File: src/rtl/tmds_decoder.sv
// TMDS symbol decoder with word-alignment lock FSM.
// Two-stage pipeline: stage 1 classifies the symbol and removes the bit-9
// inversion, stage 2 registers the decoded outputs. The lock FSM looks at the
// stage-1 symbol so that `locked` lines up with the symbol it describes.
//
// state  | meaning
// HUNT   | looking for LOCK_RUN consecutive control tokens; times out into SLIP
// LOCKED | aligned; drops back to HUNT after MAX_DATA_RUN data symbols in a row
// SLIP   | one-cycle bitslip request, then SLIP_SETTLE symbols ignored
module tmds_decoder #(
  parameter int LOCK_RUN     = 8,
  parameter int MAX_DATA_RUN = 2048,
  parameter int SLIP_WAIT    = 4096,
  parameter int SLIP_SETTLE  = 4
) (
  input  logic       clk,
  input  logic       rst,
  input  logic [9:0] in,
  output logic [7:0] vd,
  output logic [1:0] cd,
  output logic       vde,
  output logic       locked,
  output logic       bitslip
);

  localparam int CW = $clog2(LOCK_RUN) + 1;
  localparam int WW = $clog2(SLIP_WAIT) + 1;
  localparam int DW = $clog2(MAX_DATA_RUN) + 1;
  localparam int SW = $clog2(SLIP_SETTLE) + 1;

  localparam logic [CW-1:0] CTRL_MAX    = CW'(LOCK_RUN);
  localparam logic [WW-1:0] WAIT_LAST   = WW'(SLIP_WAIT - 1);
  localparam logic [DW-1:0] DATA_MAX    = DW'(MAX_DATA_RUN);
  localparam logic [SW-1:0] SETTLE_LAST = SW'(SLIP_SETTLE - 1);

  localparam logic [1:0] ST_HUNT   = 2'd0;
  localparam logic [1:0] ST_LOCKED = 2'd1;
  localparam logic [1:0] ST_SLIP   = 2'd2;

  logic       tok_hit;
  logic [1:0] tok_code;
  logic       s1_vld, s1_ctrl, s1_x;
  logic [1:0] s1_code;
  logic [7:0] s1_d, dec;

  logic [1:0]    state, state_nxt;
  logic [CW-1:0] ctrl_run, ctrl_nxt;
  logic [WW-1:0] wait_cnt, wait_nxt;
  logic [DW-1:0] data_run, data_nxt;
  logic [SW-1:0] settle_cnt, settle_nxt;
  logic          slip_start, lock_now;

  // Control token recognition on the raw input symbol.
  always_comb begin
    tok_hit  = 1'b1;
    tok_code = 2'd0;
    case (in)
      10'b1101010100: tok_code = 2'd0;
      10'b0010101011: tok_code = 2'd1;
      10'b0101010100: tok_code = 2'd2;
      10'b1010101011: tok_code = 2'd3;
      default:        tok_hit  = 1'b0;
    endcase
  end

  // Stage 1: symbol class plus the un-inverted data word; reset flushes it.
  always_ff @(posedge clk) begin
    if (rst) begin
      s1_vld  <= 1'b0;
      s1_ctrl <= 1'b0;
      s1_code <= 2'd0;
      s1_x    <= 1'b0;
      s1_d    <= 8'd0;
    end else begin
      s1_vld  <= 1'b1;
      s1_ctrl <= tok_hit;
      s1_code <= tok_code;
      s1_x    <= in[8];
      s1_d    <= in[9] ? ~in[7:0] : in[7:0];
    end
  end

  // Undo the XOR/XNOR transition chain.
  always_comb begin
    dec    = 8'd0;
    dec[0] = s1_d[0];
    for (int i = 1; i < 8; i++)
      dec[i] = s1_x ? (s1_d[i] ^ s1_d[i-1]) : ~(s1_d[i] ^ s1_d[i-1]);
  end

  // Lock FSM next-state; lock takes priority over the hunt timeout.
  always_comb begin
    state_nxt  = state;
    ctrl_nxt   = ctrl_run;
    wait_nxt   = wait_cnt;
    data_nxt   = data_run;
    settle_nxt = settle_cnt;
    slip_start = 1'b0;
    case (state)
      ST_HUNT: begin
        if (s1_vld) begin
          if (!s1_ctrl)                ctrl_nxt = '0;
          else if (ctrl_run != CTRL_MAX) ctrl_nxt = ctrl_run + 1'b1;
          if (ctrl_nxt == CTRL_MAX) begin
            state_nxt = ST_LOCKED;
            ctrl_nxt  = '0;
            wait_nxt  = '0;
            data_nxt  = '0;
          end else if (wait_cnt == WAIT_LAST) begin
            state_nxt  = ST_SLIP;
            slip_start = 1'b1;
            ctrl_nxt   = '0;
            wait_nxt   = '0;
            settle_nxt = '0;
          end else if (wait_cnt < WAIT_LAST) begin
            wait_nxt = wait_cnt + 1'b1;
          end
        end
      end
      ST_SLIP: begin
        if (settle_cnt >= SETTLE_LAST) begin
          state_nxt  = ST_HUNT;
          ctrl_nxt   = '0;
          wait_nxt   = '0;
          settle_nxt = '0;
        end else begin
          settle_nxt = settle_cnt + 1'b1;
        end
      end
      ST_LOCKED: begin
        if (s1_vld) begin
          if (s1_ctrl)                   data_nxt = '0;
          else if (data_run != DATA_MAX) data_nxt = data_run + 1'b1;
          if (data_nxt == DATA_MAX) begin
            state_nxt = ST_HUNT;
            ctrl_nxt  = '0;
            wait_nxt  = '0;
            data_nxt  = '0;
          end
        end
      end
      default: state_nxt = ST_HUNT;
    endcase
  end

  assign lock_now = (state_nxt == ST_LOCKED);

  // Lock FSM state and counters.
  always_ff @(posedge clk) begin
    if (rst) begin
      state      <= ST_HUNT;
      ctrl_run   <= '0;
      wait_cnt   <= '0;
      data_run   <= '0;
      settle_cnt <= '0;
    end else begin
      state      <= state_nxt;
      ctrl_run   <= ctrl_nxt;
      wait_cnt   <= wait_nxt;
      data_run   <= data_nxt;
      settle_cnt <= settle_nxt;
    end
  end

  // Stage 2: registered outputs; cd holds the last control value across data.
  always_ff @(posedge clk) begin
    if (rst) begin
      vd      <= 8'd0;
      cd      <= 2'd0;
      vde     <= 1'b0;
      locked  <= 1'b0;
      bitslip <= 1'b0;
    end else begin
      locked  <= lock_now;
      bitslip <= slip_start;
      vde     <= s1_vld && !s1_ctrl && lock_now;
      vd      <= (!s1_vld || s1_ctrl) ? 8'd0 : dec;
      if (s1_vld && s1_ctrl) cd <= s1_code;
    end
  end

endmodule

File: config.mk
export PLATFORM = sky130hd
export DESIGN_NAME = tmds_decoder
export DESIGN_NICKNAME = d
export VERILOG_FILES = /design/src/rtl/tmds_decoder.sv
export SDC_FILE = /design/constraint.sdc
export NUM_CORES = 1
export LEC_CHECK = 0
export ABC_AREA = 1
export BUFFER_PORTS_ARGS = -buffer_cell sky130_fd_sc_hd__buf_4
export CAP_MARGIN = 20
export CORE_MARGIN = 2
export CORE_UTILIZATION = 65
export CTS_CLUSTER_SIZE = 30
export DETAILED_ROUTE_END_ITERATION = 12
export PLACE_DENSITY_LB_ADDON = 0.1
export SYNTH_ARGS = -nofsm -noshare
export SYNTH_HDL_FRONTEND = slang
export SYNTH_SLANG_ARGS = --single-unit
File: constraint.sdc
create_clock -name clk -period 4.5 [get_ports clk]
set_input_delay 0.9 -clock clk [delete_from_list [all_inputs] [get_ports clk]]
set_output_delay 0.9 -clock clk [all_outputs]
set_load 0.05 [all_outputs]
## Word-level counts from Yosys, hierarchy flattened

Index checks and enable logic that the tools add are counted.

- Word-level logic and storage cells: 127
- Bits of input ports: 12
- Flip-flop bits (word level): 60
- Memory bits (read-only): 0
- Memories kept: 0
- Bits in latches: 0
- Output and inout port bits: 13
- Memory bits (writable): 0

- $lt $le $gt $ge: 2
- Equal/unequal tests: 20
- Muxes and demuxes: 52
- Multipliers: 0
- $add $sub $neg: 4
- Shift-type cells: 0
- Reduce and logical (&&, ||, !) cells: 17
- Bitwise operators: 17
- Div/mod/pow operators: 0

Operator list:

| operator | count |
|---|---|
| 12-bit 2-to-1 mux | 8 |
| 13-bit 2-to-1 mux | 7 |
| 4-bit 2-to-1 mux | 10 |
| 13-bit one-hot mux with 3 select lines | 1 |
| 12-bit one-hot mux with 2 select lines | 1 |
| 10-bit == test (second input constant) | 2 |
| 2-bit != test (second input constant) | 7 |
| 13-bit by 1-bit adder with 13-bit output (second input constant) | 1 |
| 13-bit by 12-bit == test with 1-bit output (second input constant) | 1 |
| 13-bit by 12-bit less-than comparator with 1-bit output (second input constant) | 1 |
| 12-bit by 1-bit adder with 12-bit output (second input constant) | 1 |
| 12-bit == test (second input constant) | 1 |
| 2-bit 2-to-1 mux | 6 |
| 3-bit 2-to-1 mux | 4 |
| 12-bit != test (second input constant) | 1 |
| 2-bit one-hot mux with 3 select lines | 2 |
| 4-bit one-hot mux with 3 select lines | 1 |
| 10-bit by 8-bit == test with 1-bit output (second input constant) | 1 |
| 10-bit by 9-bit == test with 1-bit output (second input constant) | 1 |
| 1-bit 2-to-1 mux | 10 |
| 1-bit NOT | 9 |
| 8-bit 2-to-1 mux | 1 |
| 4-bit != test (second input constant) | 2 |
| 8-bit NOT | 1 |
| 19 further kinds | 32 |

## Longest topological paths before layout

Gate-level depths: netlist of run 1.

- Depth after elaboration: 11
- Depth in mapped cells: 16
- Mapped depth without buffers: 16

## Least setup slack after synthesis of run 1

No wires, ideal clock.

- Path type: register to register
- From: register data_run[0]
- To: register wait_cnt[0]
- Data required time: 4,386 ps
- Arrival time: 1,804 ps
- Slack: 2,582 ps
- Period minus slack after synthesis: 1,918 ps
- Setup time: 114 ps
- Stages on the path, launching flop included: 16
- Path buffers: 1
- Path through: dfxtp_1 ha_1 nand2_2 nor2_4 nand3_1 nand2_1 nand2_1 inv_2 nand3_1 nor2_2 nand3_2 nand2_4 nand3_4 buf_4 a21oi_1 nor2_1

- Longest elaborated chain between the ends: 8
- Elaborated cells between the ends (all ways): 9
- Classes of those cells: add/sub (1); eq/ne (3); mux (4); reduce/logical (1)

RTL lines:

| element | RTL line | RTL |
|---|---|---|
| from (decl) | 49 | `logic [DW-1:0] data_run, data_nxt;` |
| from (signal assigned) | 160 | `data_run <= data_nxt;` |
| 12-bit by 1-bit adder with 12-bit output or 12-bit != test (tied branches) | 133 | `else if (data_run != DATA_MAX) data_nxt = data_run + 1'b1;` |
| 12-bit 2-to-1 mux * | 133 |  |
| 12-bit 2-to-1 mux * | 132 | `if (s1_ctrl) data_nxt = '0;` |
| 12-bit 2-to-1 mux * | 131 | `if (s1_vld) begin` |
| 12-bit 2-to-1 mux * | 99 | `case (state)` |
| 12-bit == test * | 134 | `if (data_nxt == DATA_MAX) begin` |
| 2-bit != test (no source line) * | n/a |  |
| 6-bit AND reduction (no source line) * | n/a |  |
| to (signal assigned) | 159 | `wait_cnt <= wait_nxt;` |
| to (decl) | 48 | `logic [WW-1:0] wait_cnt, wait_nxt;` |

Every way passes the cells marked *; elsewhere a longest branch is shown, timed or not. The select of a mux whose other input is x is not followed.
A chain may end at the register's enable or synchronous reset.

## Worst setup path after layout of run 1

- From: register s1_ctrl
- To: register data_run[11]

- Longest elaborated chain between the ends: 7
- Elaborated cells between the ends (all ways): 13
- Classes of those cells: eq/ne (3); mux (9); reduce/logical (1)

RTL lines:

| element | RTL line | RTL |
|---|---|---|
| from (decl) | 42 | `logic s1_vld, s1_ctrl, s1_x;` |
| from (signal assigned) | 76 | `s1_ctrl <= tok_hit;` |
| 12-bit 2-to-1 mux | 132 |  |
| 12-bit 2-to-1 mux | 131 |  |
| 12-bit 2-to-1 mux | 99 |  |
| 12-bit == test | 134 |  |
| 12-bit 2-to-1 mux | 134 |  |
| 12-bit 2-to-1 mux | 131 |  |
| 12-bit one-hot mux with 2 select lines | 99 |  |

Parallel ways exist; a longest one is shown, timed or not. The select of a mux whose other input is x is not followed.

==> impl_metrics.toml, run 1 <==
[setup_path]
rrSetupSlack_ns = 2.04
slowest_delay_ns = 0.56
rr_startpoint = "s1_ctrl$_SDFF_PP0_"
crit_start = "s1_ctrl$_SDFF_PP0_"
cp-end-kind = "flop"
crit_arrival_ns = 2.69
cp_max_fo = 20
crit_type = "reg2reg"
r2r_end = "data_run[11]$_SDFFE_PP0P_"
cpLargestDelayFamily = "simple AND/OR/NAND/NOR gates"
reg2reg_depth = 9
startpoint_type = "flop"
crit_cells = 9
worstPathRequired_ns = 4.73
crit_chain = "inv_2 > nor3_1 > nor2_1 > nand3_1 > o21ai_1 > nand2_1 > inv_1 > o21ai_0 > a21oi_1"
crit_buf_inv = 2
cp_slowest_cell = "dfxtp_1"
crit_path_end = "data_run[11]$_SDFFE_PP0P_"

[yosys]
synth-seq-cells = 60
post_synth.cell_area_avg_sq_um = 6.82
ys_types = 37
ys_top_cells_by_area = "dfxtp_1 36%, nand2_1 11%, nor2_1 9.0%"
syn_area_sq_um = 3370
yosysSeqAreaShare = 0.356
synth_nets = 517
yosys_warnings = 0
synth_top_cell_by_area = "dfxtp_1"
synth_top_area_frac = 0.356
synth_cells = 494

[power_and_ir_drop]
peakVddDrop_uv = 218
power.density_nw_per_um2 = 312
finalPower_uw = 1170
leakage_uw = 0.00165

[timing]
finalHoldViolCount = 0
period_share = 0.548
fin_setup_tns_ns = 0
setup_viol = 0
slew-limit-headroom = 0.438
tightest_slew_ns = 0.842
finalCriticalPeriod_ns = 2.46
slew_violations = 0
fmax_mhz = 406
grt_setup_unrepaired = "false"
setup_ws_ns = 2.04
finClkSkew_ns = 0.0100

[cells_and_area]
multiInputGateArea_sq_um = 1860
fill_cells = 414
area_growth_pct = 11.5
final_cell_area_sq_um = 3760
drive_above_1_share = 0.125
nets = 538
antenna_cells = 0
final_common_cell = "nand2_1"
regArea_sq_um = 1200
mostFrequentLayoutCells = "102 x nand2_1, 81 x nor2_1, 60 x dfxtp_1"

[placement]
dp_hpwl_mm = 5.08
place_ws_ns = 2.12
place_congestion = 0.890
place_area_sq_um = 3560
port_buffers = 24

[routing]
via_per_inst = 5.32
first_pass_iters = 4
vias = 3140
avgRoutedWirePerCell_um = 12.3
dr.first_iter.drc_count = 171
drcViolationCount = 0
final_antenna_net_count = 0
totalWireLength_mm = 7.28

[worst_hold_path]
holdPathStages = 2
min_path_type = "reg2reg"

[die]
start_util = 0.668
fp.coreArea_sq_um = 5040
die_h_um = 76.0
die_width_um = 76.0
fp-row-count = 26
io-pin-count = 25
dieArea_sq_um = 5780

[cts]
cts.reportedPaths.clkPinSlew_ns = 0.07
hold_buffers = 0
cts_made_buffers = 9
cts.sinks = 60
cts_tree = "yes"
cts_buffer_depth = 2
clock_latency_ns = 0.35
cts_resized = 0
cts_setup_buffers = 0
htree_levels = 3
clock-root-buffer = "clkbuf_8"

[global_routing]
globalRouteOverflowTotal = 0
grt_pass1_vias = 2981
grt_first_pass_wirelength_mm = 12.4
grt.total_usage = 0.262
antenna_found_initial = 0
grt_max_degree = 27

[job]
max-cap-violations = 0

[status]
outcome = "finished clean"
[layer usage]
metal,vias up,track usage,share of wire
li1,1618,-,-
met1,1448,0.292,0.44
met2,60,0.478,0.51
met3,14,0.0509,0.032
met4,0,0.127,0.023
met5,-,0,0
[metrics by stage]
| step | utilization | std cells | hold slack [ns] |
|---|---|---|---|
| after floorplan | - | 494 | 0.421 |
| after global placement | 0.705 | 574 | 0.426 |
| after detailed placement | 0.705 | 574 | 0.438 |
| after CTS | 0.745 | 590 | 0.450 |
| after global routing | 0.745 | 590 | 0.478 |
| final | 0.745 | 590 | 0.450 |
[worst min-delay path, cell delays in order (launching register included)]
cell and delay, ns:
dfxtp_1 0.30, inv_1 0.06, a21oi_1 0.05
[cell type report]
type,count,area share
tap,70,0.0233
sequential,60,0.320
timing repair buffer,24,0.0480
inverter,61,0.0609
multi-input combinational,359,0.495
clock buffer,10,0.0366
clock inverter,6,0.0170
[kinds of logic (layout without fill, tap and decap cells)]
group / Yosys count / after routing / share of synthesized area
AO/OA/AOI/OAI: 67 / 67 / 0.114
adder cells (fa/ha/maj): 11 / 11 / 0.0408
buffers and inverters: 75 / 101 / 0.0924
flip-flops: 60 / 60 / 0.356
AND/OR/NAND/NOR: 261 / 261 / 0.344
XOR/XNOR: 20 / 20 / 0.0520
[worst min-delay path by stage]
| stage | startpoint | slack, ns | to |
|---|---|---|---|
| after floorplan | s1_d[0]$_SDFF_PP0_ | 0.42 | vd[0]$_SDFF_PP0_ |
| final | s1_d[7]$_SDFF_PP0_ | 0.45 | vd[7]$_SDFF_PP0_ |
| after CTS | s1_d[7]$_SDFF_PP0_ | 0.45 | vd[7]$_SDFF_PP0_ |
| after global routing | s1_d[0]$_SDFF_PP0_ | 0.48 | vd[0]$_SDFF_PP0_ |
| after global placement | s1_d[0]$_SDFF_PP0_ | 0.43 | vd[0]$_SDFF_PP0_ |
| after detailed placement | s1_d[7]$_SDFF_PP0_ | 0.44 | vd[7]$_SDFF_PP0_ |
[where the power goes]
group          switching (uW)  internal, uW
Sequential               13.0           551
Clock                     223           269
Combinational            73.5          42.3
[Yosys cell counts (all sizes together)]
library cell  count
nand2           111
nor2             86
inv              61
dfxtp            60
a21oi            31
o21ai            27
nand3            24
nor3             16
nand4            12
xor2             12
ha               11
buf               9
xnor2             8
clkbuf            5
nor4              5
o21a              5
or2               5
a2111oi           1
a21boi            1
nand3b            1
o211ai            1
o31ai             1
or3               1
[flip-flops by register name, summed over array words and instances (netlist names)]
register	flops
s1_x	1
bitslip	1
data_run	12
vd	8
settle_cnt	3
state	2
s1_ctrl	1
s1_d	8
vde	1
locked	1
s1_code	2
cd	2
wait_cnt	13
ctrl_run	4
s1_vld	1
(Power assumes the default switching activity.)
==> run 2: changes to the inputs <==
--- a/config.mk
+++ b/config.mk
@@ -9,7 +9,7 @@
 export BUFFER_PORTS_ARGS = -buffer_cell sky130_fd_sc_hd__buf_4
 export CAP_MARGIN = 20
 export CORE_MARGIN = 2
-export CORE_UTILIZATION = 65
+export CORE_UTILIZATION = 54
 export CTS_CLUSTER_SIZE = 30
 export DETAILED_ROUTE_END_ITERATION = 12
 export PLACE_DENSITY_LB_ADDON = 0.1
==> constraint.sdc (replaced) <==
create_clock -name clk -period 2.2 [get_ports clk]
set_input_delay 0.44 -clock clk [delete_from_list [all_inputs] [get_ports clk]]
set_output_delay 0.44 -clock clk [all_outputs]
set_load 0.05 [all_outputs]
==> run 2 against run 1 <==
Compared with the run above: cell area up 9.6%; critical path depth rose by 6; wire length is 4.7% higher; sequential cell count unchanged; count of clock-buffer cells in the layout is 1 higher; clock skew fell by 0.0011 ns; register-to-register slack worse by 1.9 ns; non-clock buffer count increased by 13; die area is 19% higher; cell count grew 3.1%; power rose by 130%; sequential power is 100% higher; critical path type unchanged; largest power group is now the clock network.
==> impl_metrics.toml, run 2 (synthesis results as in run 1) <==
[die]
die_width_um = 83.0
io-pin-count = 25
fp-row-count = 28
die_h_um = 83.0
fp.coreArea_sq_um = 5990
start_util = 0.563
dieArea_sq_um = 6890

[cts]
clock-root-buffer = "clkbuf_8"
cts.sinks = 60
cts_buffer_depth = 2
cts_tree = "yes"
cts_setup_buffers = 0
htree_levels = 3
clock_latency_ns = 0.35
cts.reportedPaths.clkPinSlew_ns = 0.07
cts_made_buffers = 9
hold_buffers = 0

[timing]
slew_violations = 0
finalCriticalPeriod_ns = 2.09
holdWs_ns = 0.294
fmax_mhz = 480
finalHoldViolCount = 0
slew-limit-headroom = 0.625
tightest_slew_ns = 0.558
setup_viol = 0
finClkSkew_ns = 0.00894
period_share = 0.948

[cells_and_area]
antenna_cells = 0
drive_above_1_share = 0.203
final_cell_area_sq_um = 4120
final_common_cell = "nand2_1"
top_register = "wait_cnt"
nets = 551
top_regs = "wait_cnt: 13 flops, data_run: 12 flops"
mostFrequentLayoutCells = "97 x nand2_1, 75 x nor2_1, 58 x inv_1"
largest_reg_flops = 13
area_growth_pct = 22.2

[placement]
place_congestion = 0.883
place_area_sq_um = 3670
dp_hpwl_mm = 5.34
port_buffers = 24

[status]
outcome = "finished clean"

[setup_path]
worstPathRequired_ns = 2.45
cp_max_fo = 11
startpoint_type = "flop"
cp-end-kind = "flop"
crit_type = "reg2reg"
crit_arrival_ns = 2.33

[routing]
drcViolationCount = 0
vias = 3190
final_antenna_net_count = 0
avgRoutedWirePerCell_um = 12.5
dr.first_iter.drc_count = 147
first_pass_iters = 5
totalWireLength_mm = 7.62
via_per_inst = 5.25

[global_routing]
grt_pass1_vias = 2974
antenna_found_initial = 0
grt.total_usage = 0.221
grt_max_degree = 24
globalRouteOverflowTotal = 0
grt_first_pass_wirelength_mm = 12.6

[power_and_ir_drop]
peakVddDrop_uv = 527
leakage_uw = 0.00179
power.density_nw_per_um2 = 654

[job]
max-cap-violations = 0

[worst_hold_path]
min_path_type = "in2reg"
[run 2: cell count changes in the layout (fill, tap and decap cells not counted), moves of 3 or more]
cell     delta
nand2_2     +5
dfxtp_1     -7
nor2_2      +5
buf_4       +8
nand2_1     -5
nor2_1      -6
nand3_2     +3
nand3_1     -3
dfxtp_2     +6
[run 2: path summary, 6_finish.rpt]
check / from / end / slack [ns] / cells past startpoint
hold / removal: in[8] / s1_code[0]$_SDFF_PP0_ / 0.29 / 2
setup reg to reg: ctrl_run[0]$_SDFFE_PP0P_ / wait_cnt[2]$_SDFFE_PP0P_ / 0.11 / 15
setup / recovery: ctrl_run[0]$_SDFFE_PP0P_ / wait_cnt[2]$_SDFFE_PP0P_ / 0.11 / 15
hold reg to reg: s1_d[0]$_SDFF_PP0_ / vd[0]$_SDFF_PP0_ / 0.44 / 2
[run 2: power breakdown]
part / leakage, uW / switching (uW) / internal, uW
sequential: 0.000494 / 27.4 / 1130
combinational: 0.00117 / 156 / 103
clock: 0.000126 / 464 / 818
total: 0.00179 / 647 / 2050
[run 2: what timing repair did]
item	CTS	global route
endpoints found under the setup margin	1	31
gates cloned	0	2
resized for setup	1	37
pin swaps	0	9
[run 2: metal layers]
metal  GRT usage  vias to the layer above  part of all wire
li1            -                     1647                 -
met1       0.280                     1456              0.46
met2       0.369                       73              0.47
met3      0.0348                       14             0.050
met4       0.104                        0             0.019
met5           0                        -                 0
[run 2: metrics by stage]
stage	setup slack [ns]	power, uW	util	cells	TNS (ns)
3_5_place_dp	0.0500	1420	0.613	590	0
3_3_place_gp	0.0164	1420	0.613	590	0
2_1_floorplan	0.282	1350	-	494	0
6_report	0.115	2690	0.687	608	0
5_1_grt	-0.0147	2790	0.687	608	-0.0755
4_1_cts	0.0378	2690	0.657	606	0
[run 2: final cells by class]
type | instances | area, sq um
tap | 75 | 93.8
clock inverter | 5 | 106
clock buffer | 11 | 151
inverter | 61 | 229
sequential | 60 | 1210
fill | 533 | 1870
multi-input combinational | 359 | 1980
timing repair buffer | 37 | 342
[run 2: critical path, stage by stage (launching register included)]
cell and delay (ns):
dfxtp_2 0.35, inv_1 0.08, ha_1 0.21, nand2_1 0.11, nor2_4 0.05, nor2_1 0.09, nor2_1 0.04, nand2_1 0.10
nand3_2 0.14, o21ai_4 0.12, nor2_1 0.08, nand2_2 0.10, nand3_4 0.12, clkbuf_16 0.20, a21oi_1 0.12, nor2_1 0.05
